$ cat config.mk
export PLATFORM = sky130hd
export DESIGN_NAME = packet_framer
export DESIGN_NICKNAME = d
export VERILOG_FILES = /design/src/rtl/framer_pkg.sv /design/src/rtl/framer_buf.sv /design/src/rtl/packet_framer.sv
export SDC_FILE = /design/constraint.sdc
export NUM_CORES = 1
export LEC_CHECK = 0
export CAP_MARGIN = 20
export CORE_MARGIN = 3
export CORE_UTILIZATION = 64
export CTS_BUF_LIST = sky130_fd_sc_hd__clkbuf_4
export DETAILED_ROUTE_END_ITERATION = 7
export PLACE_DENSITY_LB_ADDON = 0.05
export SETUP_SLACK_MARGIN = 0.3
export SKIP_LAST_GASP = 1
export SLEW_MARGIN = 0
export SYNTH_ARGS = -nofsm -noshare
export SYNTH_HDL_FRONTEND = slang
export SYNTH_SLANG_ARGS = --single-unit
$ cat constraint.sdc
create_clock -name CLK_48MHZ -period 4 [get_ports CLK_48MHZ]
set_input_delay 1.2 -clock CLK_48MHZ [delete_from_list [all_inputs] [get_ports CLK_48MHZ]]
set_output_delay 1.2 -clock CLK_48MHZ [all_outputs]
set_load 0.03 [all_outputs]
$ cat src/rtl/framer_pkg.sv
// framer_pkg: shared constants, state encoding and CRC-8 byte step for the packet framer.
package framer_pkg;
  localparam int PAYLOAD_MAX_DEF = 32;
  localparam logic [7:0] CRC_POLY = 8'h07;
  localparam logic [7:0] LEN_OVERHEAD = 8'd2;
  typedef enum logic [2:0] {COLLECT, LEN, SEQ, PAYLOAD, CRC} state_t;
  function automatic logic [7:0] crc8_update(input logic [7:0] crc, input logic [7:0] data);
    logic [7:0] c;
    c = crc ^ data;
    for (int i = 0; i < 8; i++) c = c[7] ? {c[6:0], 1'b0} ^ CRC_POLY : {c[6:0], 1'b0};
    return c;
  endfunction
endpackage

$ cat src/rtl/framer_buf.sv
// framer_buf: payload RAM with synchronous write and combinational read.
module framer_buf #(
  parameter int DEPTH = 32,
  parameter int AW = 5
) (
  input  logic          clk,
  input  logic          we,
  input  logic [AW-1:0] waddr,
  input  logic [7:0]    wdata,
  input  logic [AW-1:0] raddr,
  output logic [7:0]    rdata
);
  logic [7:0] mem [DEPTH];
  always_ff @(posedge clk) if (we) mem[waddr] <= wdata;
  assign rdata = mem[raddr];
endmodule

$ cat src/rtl/packet_framer.sv
// packet_framer: buffers sensor bytes and emits LEN, SEQ, payload, CRC-8 frames over a valid/ready link.
module packet_framer
  import framer_pkg::*;
#(
  parameter int PAYLOAD_MAX = PAYLOAD_MAX_DEF
) (
  input  logic       CLK_48MHZ,
  input  logic       RESET,
  input  logic [7:0] DATA_IN,
  input  logic       DATA_VALID,
  output logic       DATA_READY,
  input  logic       SEND,
  output logic [7:0] TX_BYTE,
  output logic       TX_VALID,
  input  logic       TX_READY,
  output logic       TX_LAST,
  output logic       BUSY
);
  localparam int AW = PAYLOAD_MAX > 1 ? $clog2(PAYLOAD_MAX) : 1;
  localparam logic [7:0] MAX = 8'(PAYLOAD_MAX);
  state_t state, state_next;
  logic [7:0] count, count_next, seq, crc, ptr, rd_data;
  logic armed, accept, xfer;
  // armed keeps DATA_READY low until the first edge after reset release
  assign DATA_READY = armed && state == COLLECT && count < MAX;
  assign accept = DATA_VALID && DATA_READY;
  assign count_next = count + 8'(accept);
  assign BUSY = state != COLLECT;
  assign TX_VALID = BUSY;
  assign TX_LAST = state == CRC;
  assign xfer = TX_VALID && TX_READY;
  assign TX_BYTE = state == LEN ? count + LEN_OVERHEAD :
                   state == SEQ ? seq :
                   state == PAYLOAD ? rd_data :
                   state == CRC ? crc : 8'h00;
  always_comb begin
    state_next = state;
    case (state)
      COLLECT: if ((SEND && count_next != 8'd0) || count_next == MAX) state_next = LEN;
      LEN:     if (xfer) state_next = SEQ;
      SEQ:     if (xfer) state_next = PAYLOAD;
      PAYLOAD: if (xfer && ptr == count - 8'd1) state_next = CRC;
      CRC:     if (xfer) state_next = COLLECT;
      default: state_next = COLLECT;
    endcase
  end
  always_ff @(posedge CLK_48MHZ or posedge RESET) begin
    if (RESET) begin
      state <= COLLECT;
      count <= 8'd0;
      seq <= 8'd0;
      crc <= 8'd0;
      ptr <= 8'd0;
      armed <= 1'b0;
    end else begin
      state <= state_next;
      armed <= 1'b1;
      count <= (xfer && TX_LAST) ? 8'd0 : count_next;
      crc <= xfer ? (TX_LAST ? 8'd0 : crc8_update(crc, TX_BYTE)) : crc;
      seq <= seq + 8'(xfer && TX_LAST);
      ptr <= state == PAYLOAD ? ptr + 8'(xfer) : 8'd0;
    end
  end
  framer_buf #(.DEPTH(PAYLOAD_MAX), .AW(AW)) u_buf (
    .clk(CLK_48MHZ),
    .we(accept),
    .waddr(count[AW-1:0]),
    .wdata(DATA_IN),
    .raddr(ptr[AW-1:0]),
    .rdata(rd_data)
  );
endmodule

==> impl_metrics.env, run 1 <==
export IMPL_synth_nets=800
export IMPL_worst_slew_pin_slew_ns=0.839
export IMPL_slew_viol_final=0
export IMPL_required_ns=2.80
export IMPL_finalSetupTns_ns=-1.94
export IMPL_vias=7955
export IMPL_die_area_um2=21600
export IMPL_status="finished with violations"
export IMPL_crit_path_max_incr_delay_ns=0.56
export IMPL_cts_htree_levels=3
export IMPL_drive_gt1_share_pct=35.5
export IMPL_ys_seq_area_share_pct=67.5
export IMPL_areaGrowthSynthToFinish_pct=21.1
export IMPL_violations="setup timing"
export IMPL_rows=50
export IMPL_worst_path_max_fanout=6
export IMPL_synth_distinct_cells=67
export IMPL_synth_edff_count=256
export IMPL_clk_latency_ns=0.70
export IMPL_synth_seq_cells=292
export IMPL_nNetsFinal=968
export IMPL_ant_nets=0
export IMPL_path_cells="buf_12 -> buf_8 -> buf_12 -> mux4_2 -> mux4_2 -> a31oi_4 -> a22oi_2 -> buf_6"
export IMPL_port_buffers=24
export IMPL_totalWireLength_um=31200
export IMPL_avgSynthCellArea_um2=16.5
export IMPL_wire_per_inst_um=24.9
export IMPL_synth_area_leaders="edfxtp_1, mux4_2, dfrtp_1"
export IMPL_cp_end_kind="output port"
export IMPL_die_h_um=147
export IMPL_place_congestion=0.926
export IMPL_grtUsageTotal_pct=29.4
export IMPL_netlist_instances=773
export IMPL_ctsLongestPathBuffers=3
export IMPL_cts_tree="yes"
export IMPL_slowest_stage="mux4_2"
export IMPL_cts_root_buf="clkbuf_4"
export IMPL_critPathLaunchType="register"
export IMPL_grt_pass1_vias=8129
export IMPL_syn_area_um2=12700
export IMPL_worst_slack_ns=-0.273
export IMPL_antenna_found_initial=1
export IMPL_ctsHoldBuffers=0
export IMPL_grt_max_degree=33
export IMPL_finalCritPeriodShare_pct=107
export IMPL_fillers=1031
export IMPL_post_dp_hpwl_um=19900
export IMPL_min_path_type="reg -> reg"
export IMPL_initial_utilization_pct=66.5
export IMPL_power_total_mw=9.39
export IMPL_setup_viol=8
export IMPL_rsz0062_at_grt="yes"
export IMPL_ys_warn_count=0
export IMPL_max_cap_viol_count=0
export IMPL_finish_utilization_pct=80.5
export IMPL_dr_pass1_iters=5
export IMPL_pre_cts_ws_ns=-0.0797
export IMPL_synth_top_area_cell="edfxtp_1"
export IMPL_drtIter0Drc=968
export IMPL_worstRegToRegCells=18
export IMPL_powerDensity_nw_per_um2=610
export IMPL_cts_made_buffers=72
export IMPL_seq_area_um2=8600
export IMPL_core_area_um2=19100
export IMPL_worstPathArrival_ns=3.07
export IMPL_hold_viol=0
export IMPL_multi_input_area_um2=4100
export IMPL_clk_pin_slew_ns=0.07
export IMPL_clock_sinks=292
export IMPL_slew_limit_headroom_pct=44.0
export IMPL_ys_flop_type="edfxtp_1"
export IMPL_grt_overflow=0
export IMPL_avgViaCountPerCell=6.34
export IMPL_io_pins=25
export IMPL_p_leak_nw=5.42
export IMPL_period_minus_slack_ns=4.27
export IMPL_worstSetupPathType="reg -> out"
export IMPL_synthArstFlopShare_pct=12.3
export IMPL_drc=0
export IMPL_grt_pass1_wl_um=47400
export IMPL_die_w_um=147
export IMPL_synth_top_area_share_pct=60.4
export IMPL_timing_fmax_mhz=234
export IMPL_hold_path_depth=1
export IMPL_skew_ns=0.0481
export IMPL_ir_drop_v=0.000351
[cells in the mapped netlist (all sizes together) (11+ instances only)]
cell type and instances:
mux4 62, nand2 36, xnor2 30, o21ai 19, edfxtp 256, ha 14, a21oi 18, mux2i 28
buf 23, dfrtp 36, inv 12, nand3 20, xor2 21, o22ai 11, clkbuf 23, nor2 63
[critical path: cells and delay by family (launching register included)]
kind | cells | cell delay (ns)
buffers and inverters | 4 | 0.58
flip-flops | 1 | 0.51
multiplexers | 2 | 0.99
AO/OA/AOI/OAI | 2 | 0.32
[layout make-up]
class / count / share of cell area, %
antenna: 1 / 0.0162
clock buffer: 107 / 5.21
clock inverter: 20 / 1.24
inverter: 14 / 0.341
multi-input combinational: 421 / 26.6
sequential: 292 / 55.8
tap: 260 / 2.11
timing repair buffer: 140 / 8.69
[path summary, 6_finish.rpt]
check                                  endpoint  slack, ns              from
setup / recovery                     TX_BYTE[5]      -0.27  ptr[0]$_DFF_PP0_
hold / removal                 seq[7]$_DFF_PP0_       0.52  seq[7]$_DFF_PP0_
setup reg to reg             crc[3]$_DFFE_PP0P_       0.42  ptr[0]$_DFF_PP0_
hold reg to reg                seq[7]$_DFF_PP0_       0.52  seq[7]$_DFF_PP0_
max in group asynchronous  state[1]$_DFFE_PP0P_       2.19             RESET
min in group asynchronous      ptr[0]$_DFF_PP0_       0.99             RESET
[cells by family (layout without fill, tap and decap cells)]
family	Yosys count	after routing	share of synthesized area, %
compound gates	96	96	5.32
xor+xnor	53	53	3.92
fa+ha+maj	14	14	1.38
buf+inv	60	281	2.28
flops	292	292	67.5
mux	95	95	13.6
other cells	1	2	0.0295
simple gates	162	162	5.98
[cells in the final DEF, fill, tap and decap left out, types with 9 or more instances in the layout]
cell and count:
a21oi_1 17, buf_4 100, clkbuf_4 107, clkdlybuf4s50_1 14, clkinv_1 14, dfrtp_1 32, edfxtp_1 256, ha_1 13
inv_1 10, mux2i_1 22, mux4_2 62, nand2_1 33, nand3_1 19, nor2_1 60, o22ai_1 9, xnor2_1 30
xor2_1 20
[power by group]
group / internal, mW / total [mW] / switching, mW
Clock: 1.49 / 2.64 / 1.15
Sequential: 3.43 / 3.61 / 0.183
Combinational: 1.55 / 3.14 / 1.59
Total: 6.47 / 9.39 / 2.93
[flip-flops by register name, summed over array words and instances, names as in the netlist]
name       count
u_buf.mem    256
count          8
armed          1
crc            8
state          3
ptr            8
seq            8
[timing repair]
action,in CTS,in global routing
resized for setup,81,15
gates cloned,1,1
setup buffers,21,5
pin swaps,18,12
setup endpoints to repair,10,14
[metrics by stage]
| step | cells | hold slack, ns | area [um^2] |
|---|---|---|---|
| 5_1_grt | 1255 | 0.543 | 15400 |
| 4_1_cts | 1245 | 0.526 | 15200 |
| 6_report | 1255 | 0.524 | 15400 |
| 3_3_place_gp | 1096 | 0.501 | 13800 |
| 3_5_place_dp | 1096 | 0.505 | 13800 |
| 2_1_floorplan | 773 | 0.446 | 12800 |
[per-layer routing]
| layer | part of all wire [%] | global-route usage [%] |
|---|---|---|
| met5 | 0 | 0 |
| met4 | 2.6 | 9.93 |
| met3 | 9.8 | 7.03 |
| met2 | 50 | 46.4 |
| met1 | 38 | 41.5 |
Power figures use the tool's default switching activity.
==> run 2: changes to the inputs <==
Settings changed: CORE_MARGIN 3 to not set, CORE_UTILIZATION 64 to 38.
==> impl_metrics.env, run 2 (synthesis gave the netlist of run 1 again) <==
export IMPL_vias=7665
export IMPL_drc=0
export IMPL_drive_gt1_share_pct=35.4
export IMPL_ant_nets=0
export IMPL_layout_common_cells="edfxtp_1, clkbuf_4, buf_4"
export IMPL_min_path_type="reg -> reg"
export IMPL_initial_utilization_pct=38.8
export IMPL_status="finished with violations"
export IMPL_grt_overflow=0
export IMPL_wire_per_inst_um=23.4
export IMPL_grtUsageTotal_pct=20.7
export IMPL_core_area_um2=32800
export IMPL_clk_pin_slew_ns=0.06
export IMPL_die_h_um=185
export IMPL_finalCritPeriodShare_pct=108
export IMPL_final_common_cell="edfxtp_1"
export IMPL_grt_pass1_vias=7876
export IMPL_totalWireLength_um=33900
export IMPL_io_pins=25
export IMPL_worst_hold_slack_ns=0.544
export IMPL_worstPathArrival_ns=3.11
export IMPL_rows=66
export IMPL_clkPwrFrac_pct=27.1
export IMPL_clk_latency_ns=0.71
export IMPL_path_cells="buf_12 -> buf_8 -> mux4_2 -> mux4_2 -> nand2b_4 -> a31oi_4 -> buf_6 -> o21ai_4 -> buf_6"
export IMPL_violations="setup timing"
export IMPL_rsz0062_at_grt="yes"
export IMPL_die_w_um=185
export IMPL_place_congestion=0.883
export IMPL_areaGrowthSynthToFinish_pct=22.4
export IMPL_cts_tree="yes"
export IMPL_worst_slack_ns=-0.314
export IMPL_top_register="u_buf.mem"
export IMPL_antenna_found_initial=1
export IMPL_worst_slew_pin_slew_ns=0.758
export IMPL_p_int_mw=6.27
export IMPL_post_dp_hpwl_um=22500
export IMPL_switching_share_pct=32.2
export IMPL_p_seq_share_pct=38.9
export IMPL_nNetsFinal=975
export IMPL_grt_pass1_wl_um=50700
export IMPL_ir_drop_v=0.000304
export IMPL_drtIter0Drc=784
export IMPL_p_switching_mw=2.98
export IMPL_slew_limit_headroom_pct=49.4
export IMPL_powerDensity_nw_per_um2=593
export IMPL_required_ns=2.80
export IMPL_cp_end_kind="output port"
export IMPL_cts_root_buf="clkbuf_4"
export IMPL_period_minus_slack_ns=4.31
export IMPL_p_comb_share_pct=34.0
export IMPL_grt_max_degree=33
export IMPL_port_buffers=24
export IMPL_hold_viol=0
export IMPL_worst_path_max_fanout=6
export IMPL_timing_fmax_mhz=232
export IMPL_p_leak_nw=5.41
export IMPL_max_cap_viol_count=0
export IMPL_slowest_stage="dfrtp_4"
export IMPL_clock_sinks=292
export IMPL_cts_htree_levels=3
export IMPL_slew_viol_final=0
export IMPL_fillers=2920
export IMPL_worstSetupPathType="reg -> out"
export IMPL_skew_ns=0.0432
export IMPL_cts_made_buffers=80
export IMPL_critPathLaunchType="register"
export IMPL_crit_path_max_incr_delay_ns=0.50
export IMPL_die_area_um2=34200
export IMPL_avgViaCountPerCell=5.30
export IMPL_dr_pass1_iters=5
export IMPL_ctsHoldBuffers=0
export IMPL_finish_utilization_pct=47.5
export IMPL_largest_reg_flops=256
export IMPL_ctsLongestPathBuffers=3
export IMPL_setup_viol=8
export IMPL_power_total_mw=9.25
-- run 2: worst max-delay path: cells and delay by family (launching register included) --
kind,cells,cell delay [ns]
muxes,2,0.93
buffers and inverters,4,0.57
DFF,1,0.50
AOI/OAI and AO/OA,2,0.25
and+or+nand+nor,1,0.18
-- run 2: timing repair --
action / 4_1_cts / 5_1_grt
gates resized for setup: 50 / 48
cloned: 1 / 1
buffers inserted: 11 / 13
setup endpoints to repair: 10 / 8
pin swaps: 4 / 17
-- run 2: worst paths after layout --
check	startpoint	endpoint	slack, ns	depth (start not counted)
min in group asynchronous	RESET	count[4]$_DFF_PP0_	0.91	2
worst min-delay path	seq[4]$_DFF_PP0_	seq[4]$_DFF_PP0_	0.54	1
worst max-delay path	ptr[0]$_DFF_PP0_	TX_BYTE[3]	-0.31	9
max in group asynchronous	RESET	crc[4]$_DFFE_PP0P_	2.28	3
worst min register to register	seq[4]$_DFF_PP0_	seq[4]$_DFF_PP0_	0.54	1
worst max register to register	state[1]$_DFFE_PP0P_	state[0]$_DFFE_PP0P_	0.58	13
-- run 2: power by group through the flow --
stage	clock network (mW)	registers (mW)	logic, mW
floorplan	0	3.56	2.02
global placement	0	3.65	2.69
detailed placement	0	3.66	2.73
CTS	2.60	3.60	2.90
global route	2.76	3.62	3.38
finish	2.51	3.60	3.14
-- run 2: final cells by class --
cell class                 instances  area [um^2]  share of cell area, %
multi-input combinational        421         4120                   26.4
timing repair buffer             139         1320                   8.44
clock buffer                     114          856                   5.49
antenna                            1         2.50                 0.0161
inverter                          14         52.6                  0.337
clock inverter                    22         86.3                  0.554
sequential                       292         8600                   55.2
tap                              442          553                   3.55
-- run 2: per-stage QoR --
stage | setup TNS, ns | worst slack (ns) | instance area, um^2 | std cells
after floorplan | 0 | 0.327 | 12800 | 773
after global placement | -0.146 | -0.0881 | 14000 | 1281
after detailed placement | -0.116 | -0.0786 | 14000 | 1281
after CTS | -2.81 | -0.412 | 15200 | 1429
after global routing | -3.19 | -0.456 | 15600 | 1445
final | -2.20 | -0.314 | 15600 | 1445
-- run 2: metal layers --
| layer | track usage, % | part of all wire, % | up-vias |
|---|---|---|---|
| li1 | - | - | 3429 |
| met4 | 6.12 | 1.7 | 0 |
| met5 | 0 | 0 | - |
| met2 | 32.9 | 48 | 212 |
| met3 | 4.33 | 4.1 | 52 |
| met1 | 28.7 | 46 | 3972 |
==> run 3: changes to the inputs <==
Settings changed: ABC_AREA set to 0, CTS_BUF_LIST sky130_fd_sc_hd__clkbuf_4 to sky130_fd_sc_hd__clkbuf_8 sky130_fd_sc_hd__clkbuf_16, HOLD_SLACK_MARGIN set to 0.06.
==> impl_metrics.env, run 3 (synthesis gave the netlist of run 1 again) <==
export IMPL_status="finished with violations"
export IMPL_violations="setup timing"
export IMPL_worstRegToRegCells=21
export IMPL_post_dp_hpwl_um=22500
export IMPL_initial_utilization_pct=38.8
export IMPL_finalCritPeriodShare_pct=102
export IMPL_vias=7488
export IMPL_clk_latency_ns=0.50
export IMPL_grtUsageTotal_pct=20.5
export IMPL_antenna_found_initial=0
export IMPL_required_ns=2.80
export IMPL_ant_nets=0
export IMPL_critPathLaunchType="register"
export IMPL_crit_buf_inv=3
export IMPL_grt_pass1_wl_um=50600
export IMPL_hold_path_depth=1
export IMPL_worst_slack_ns=-0.0943
export IMPL_regToRegStartpoint="ptr[0]$_DFF_PP0_"
export IMPL_cts_tree="yes"
export IMPL_grt_pass1_vias=7627
export IMPL_worst_slew_pin_slew_ns=0.760
export IMPL_avgViaCountPerCell=5.41
export IMPL_port_buffers=24
export IMPL_die_area_um2=34200
export IMPL_wire_per_inst_um=24.6
export IMPL_rsz0062_at_grt="yes"
export IMPL_final_common_cell="edfxtp_1"
export IMPL_ir_drop_v=0.000365
export IMPL_drc=0
export IMPL_dr_pass1_iters=6
export IMPL_totalWireLength_um=34000
export IMPL_largest_reg_flops=256
export IMPL_worstPathArrival_ns=2.89
export IMPL_drive_gt1_share_pct=32.8
export IMPL_cts_htree_levels=2
export IMPL_cts_made_buffers=34
export IMPL_die_w_um=185
export IMPL_io_pins=25
export IMPL_cpMostUsedCell="mux4_2"
export IMPL_finish_utilization_pct=48.5
export IMPL_top_register="u_buf.mem"
export IMPL_worstSetupPathType="reg -> out"
export IMPL_rr_endpoint="crc[5]$_DFFE_PP0P_"
export IMPL_slew_limit_headroom_pct=49.3
export IMPL_critPathTopFamily="multiplexers"
export IMPL_holdCritStartpoint="seq[5]$_DFF_PP0_"
export IMPL_place_congestion=0.883
export IMPL_fillers=2839
export IMPL_die_h_um=185
export IMPL_reg2reg_slack_ns=0.16
export IMPL_crit_path_max_incr_delay_ns=0.52
export IMPL_worst_hold_slack_ns=0.539
export IMPL_layout_common_cells="edfxtp_1, buf_4, mux4_2"
export IMPL_timing_fmax_mhz=244
export IMPL_grt_max_degree=33
export IMPL_ctsLongestPathBuffers=3
export IMPL_whs_endpoint="seq[5]$_DFF_PP0_"
export IMPL_p_leak_nw=5.49
export IMPL_diodes=0
export IMPL_setup_viol=8
export IMPL_core_area_um2=32800
export IMPL_path_cells="buf_12 -> buf_4 -> mux4_2 -> mux4_2 -> and3_4 -> a31oi_4 -> a22oi_2 -> buf_6"
export IMPL_rows=66
export IMPL_place_inst=1281
export IMPL_slew_viol_final=0
export IMPL_period_minus_slack_ns=4.09
export IMPL_skew_ns=0.0203
export IMPL_ctsHoldBuffers=0
export IMPL_clock_sinks=292
export IMPL_nNetsFinal=949
export IMPL_cp_end_kind="output port"
export IMPL_clk_pin_slew_ns=0.05
export IMPL_powerDensity_nw_per_um2=618
export IMPL_grt_overflow=0
export IMPL_areaGrowthSynthToFinish_pct=24.8
export IMPL_max_cap_viol_count=0
export IMPL_cts_root_buf="clkbuf_16"
export IMPL_drtIter0Drc=757
export IMPL_worst_path_max_fanout=8
export IMPL_hold_viol=0
export IMPL_min_path_type="reg -> reg"
export IMPL_slowest_stage="dfrtp_4"
export IMPL_stdcell_count=1384
[run 3: cell count changes in the layout (fill, tap and decap cells not counted), sizes merged]
| cell | before | now |
|---|---|---|
| clkbuf | 115 | 37 |
| clkinv | 22 | 10 |
| bufbuf | 0 | 1 |
| inv | 13 | 21 |
| bufinv | 0 | 2 |
| clkdlybuf4s50 | 14 | 16 |
| dlygate4sd2 | 2 | 0 |
| buf | 122 | 141 |
| diode | 1 | 0 |
[run 3: area by class of cell]
type	count	area [um^2]	share of cell area (%)
timing repair buffer	159	1520	9.55
clock inverter	20	140	0.882
sequential	292	8600	54.1
multi-input combinational	421	4130	26.0
tap	442	553	3.48
clock buffer	36	890	5.60
inverter	14	52.6	0.331
[run 3: report_power, final]
group          internal [mW]  switching [mW]  total (mW)
logic                   1.67            1.65        3.33
clock network           1.72            1.17        2.89
registers               3.43           0.173        3.61
total                   6.82            3.00        9.82
[run 3: metrics by stage]
stage	instance area, um^2	setup TNS, ns	power, mW	worst slack (ns)
after global routing	15900	-1.14	10.3	-0.176
after CTS	15600	-0.691	9.68	-0.118
after global placement	14000	-0.146	6.34	-0.0881
after detailed placement	14000	-0.116	6.39	-0.0786
after floorplan	12800	0	5.58	0.327
final	15900	-0.477	9.82	-0.0943
[run 3: worst max-delay path by stage]
| stage | slack, ns | end | depth (start not counted) | from |
|---|---|---|---|---|
| final | -0.09 | TX_BYTE[5] | 8 | ptr[0]$_DFF_PP0_ |
| after floorplan | 0.33 | state[0]$_DFFE_PP0P_ | 18 | state[2]$_DFFE_PP0P_ |
| after global routing | -0.18 | TX_BYTE[5] | 8 | ptr[0]$_DFF_PP0_ |
| after detailed placement | -0.08 | TX_BYTE[3] | 8 | ptr[0]$_DFF_PP0_ |
| after global placement | -0.09 | TX_BYTE[0] | 8 | ptr[2]$_DFF_PP0_ |
| after CTS | -0.12 | TX_BYTE[0] | 9 | ptr[0]$_DFF_PP0_ |
[run 3: timing repair]
action                     CTS  global route
gates cloned                 3             1
setup buffers               29            13
hold endpoints to repair     0             0
resized for setup           74            27
pin swaps                    8            14
setup endpoints to repair    8            12
[run 3: routing by layer]
metal / wire length [um] / global-route usage (%) / vias up
li1: - / - / 3314
met1: 15400 / 29.7 / 3905
met2: 16200 / 32.9 / 218
met3: 1750 / 2.71 / 51
met4: 660 / 4.79 / 0
met5: 0 / 0 / -
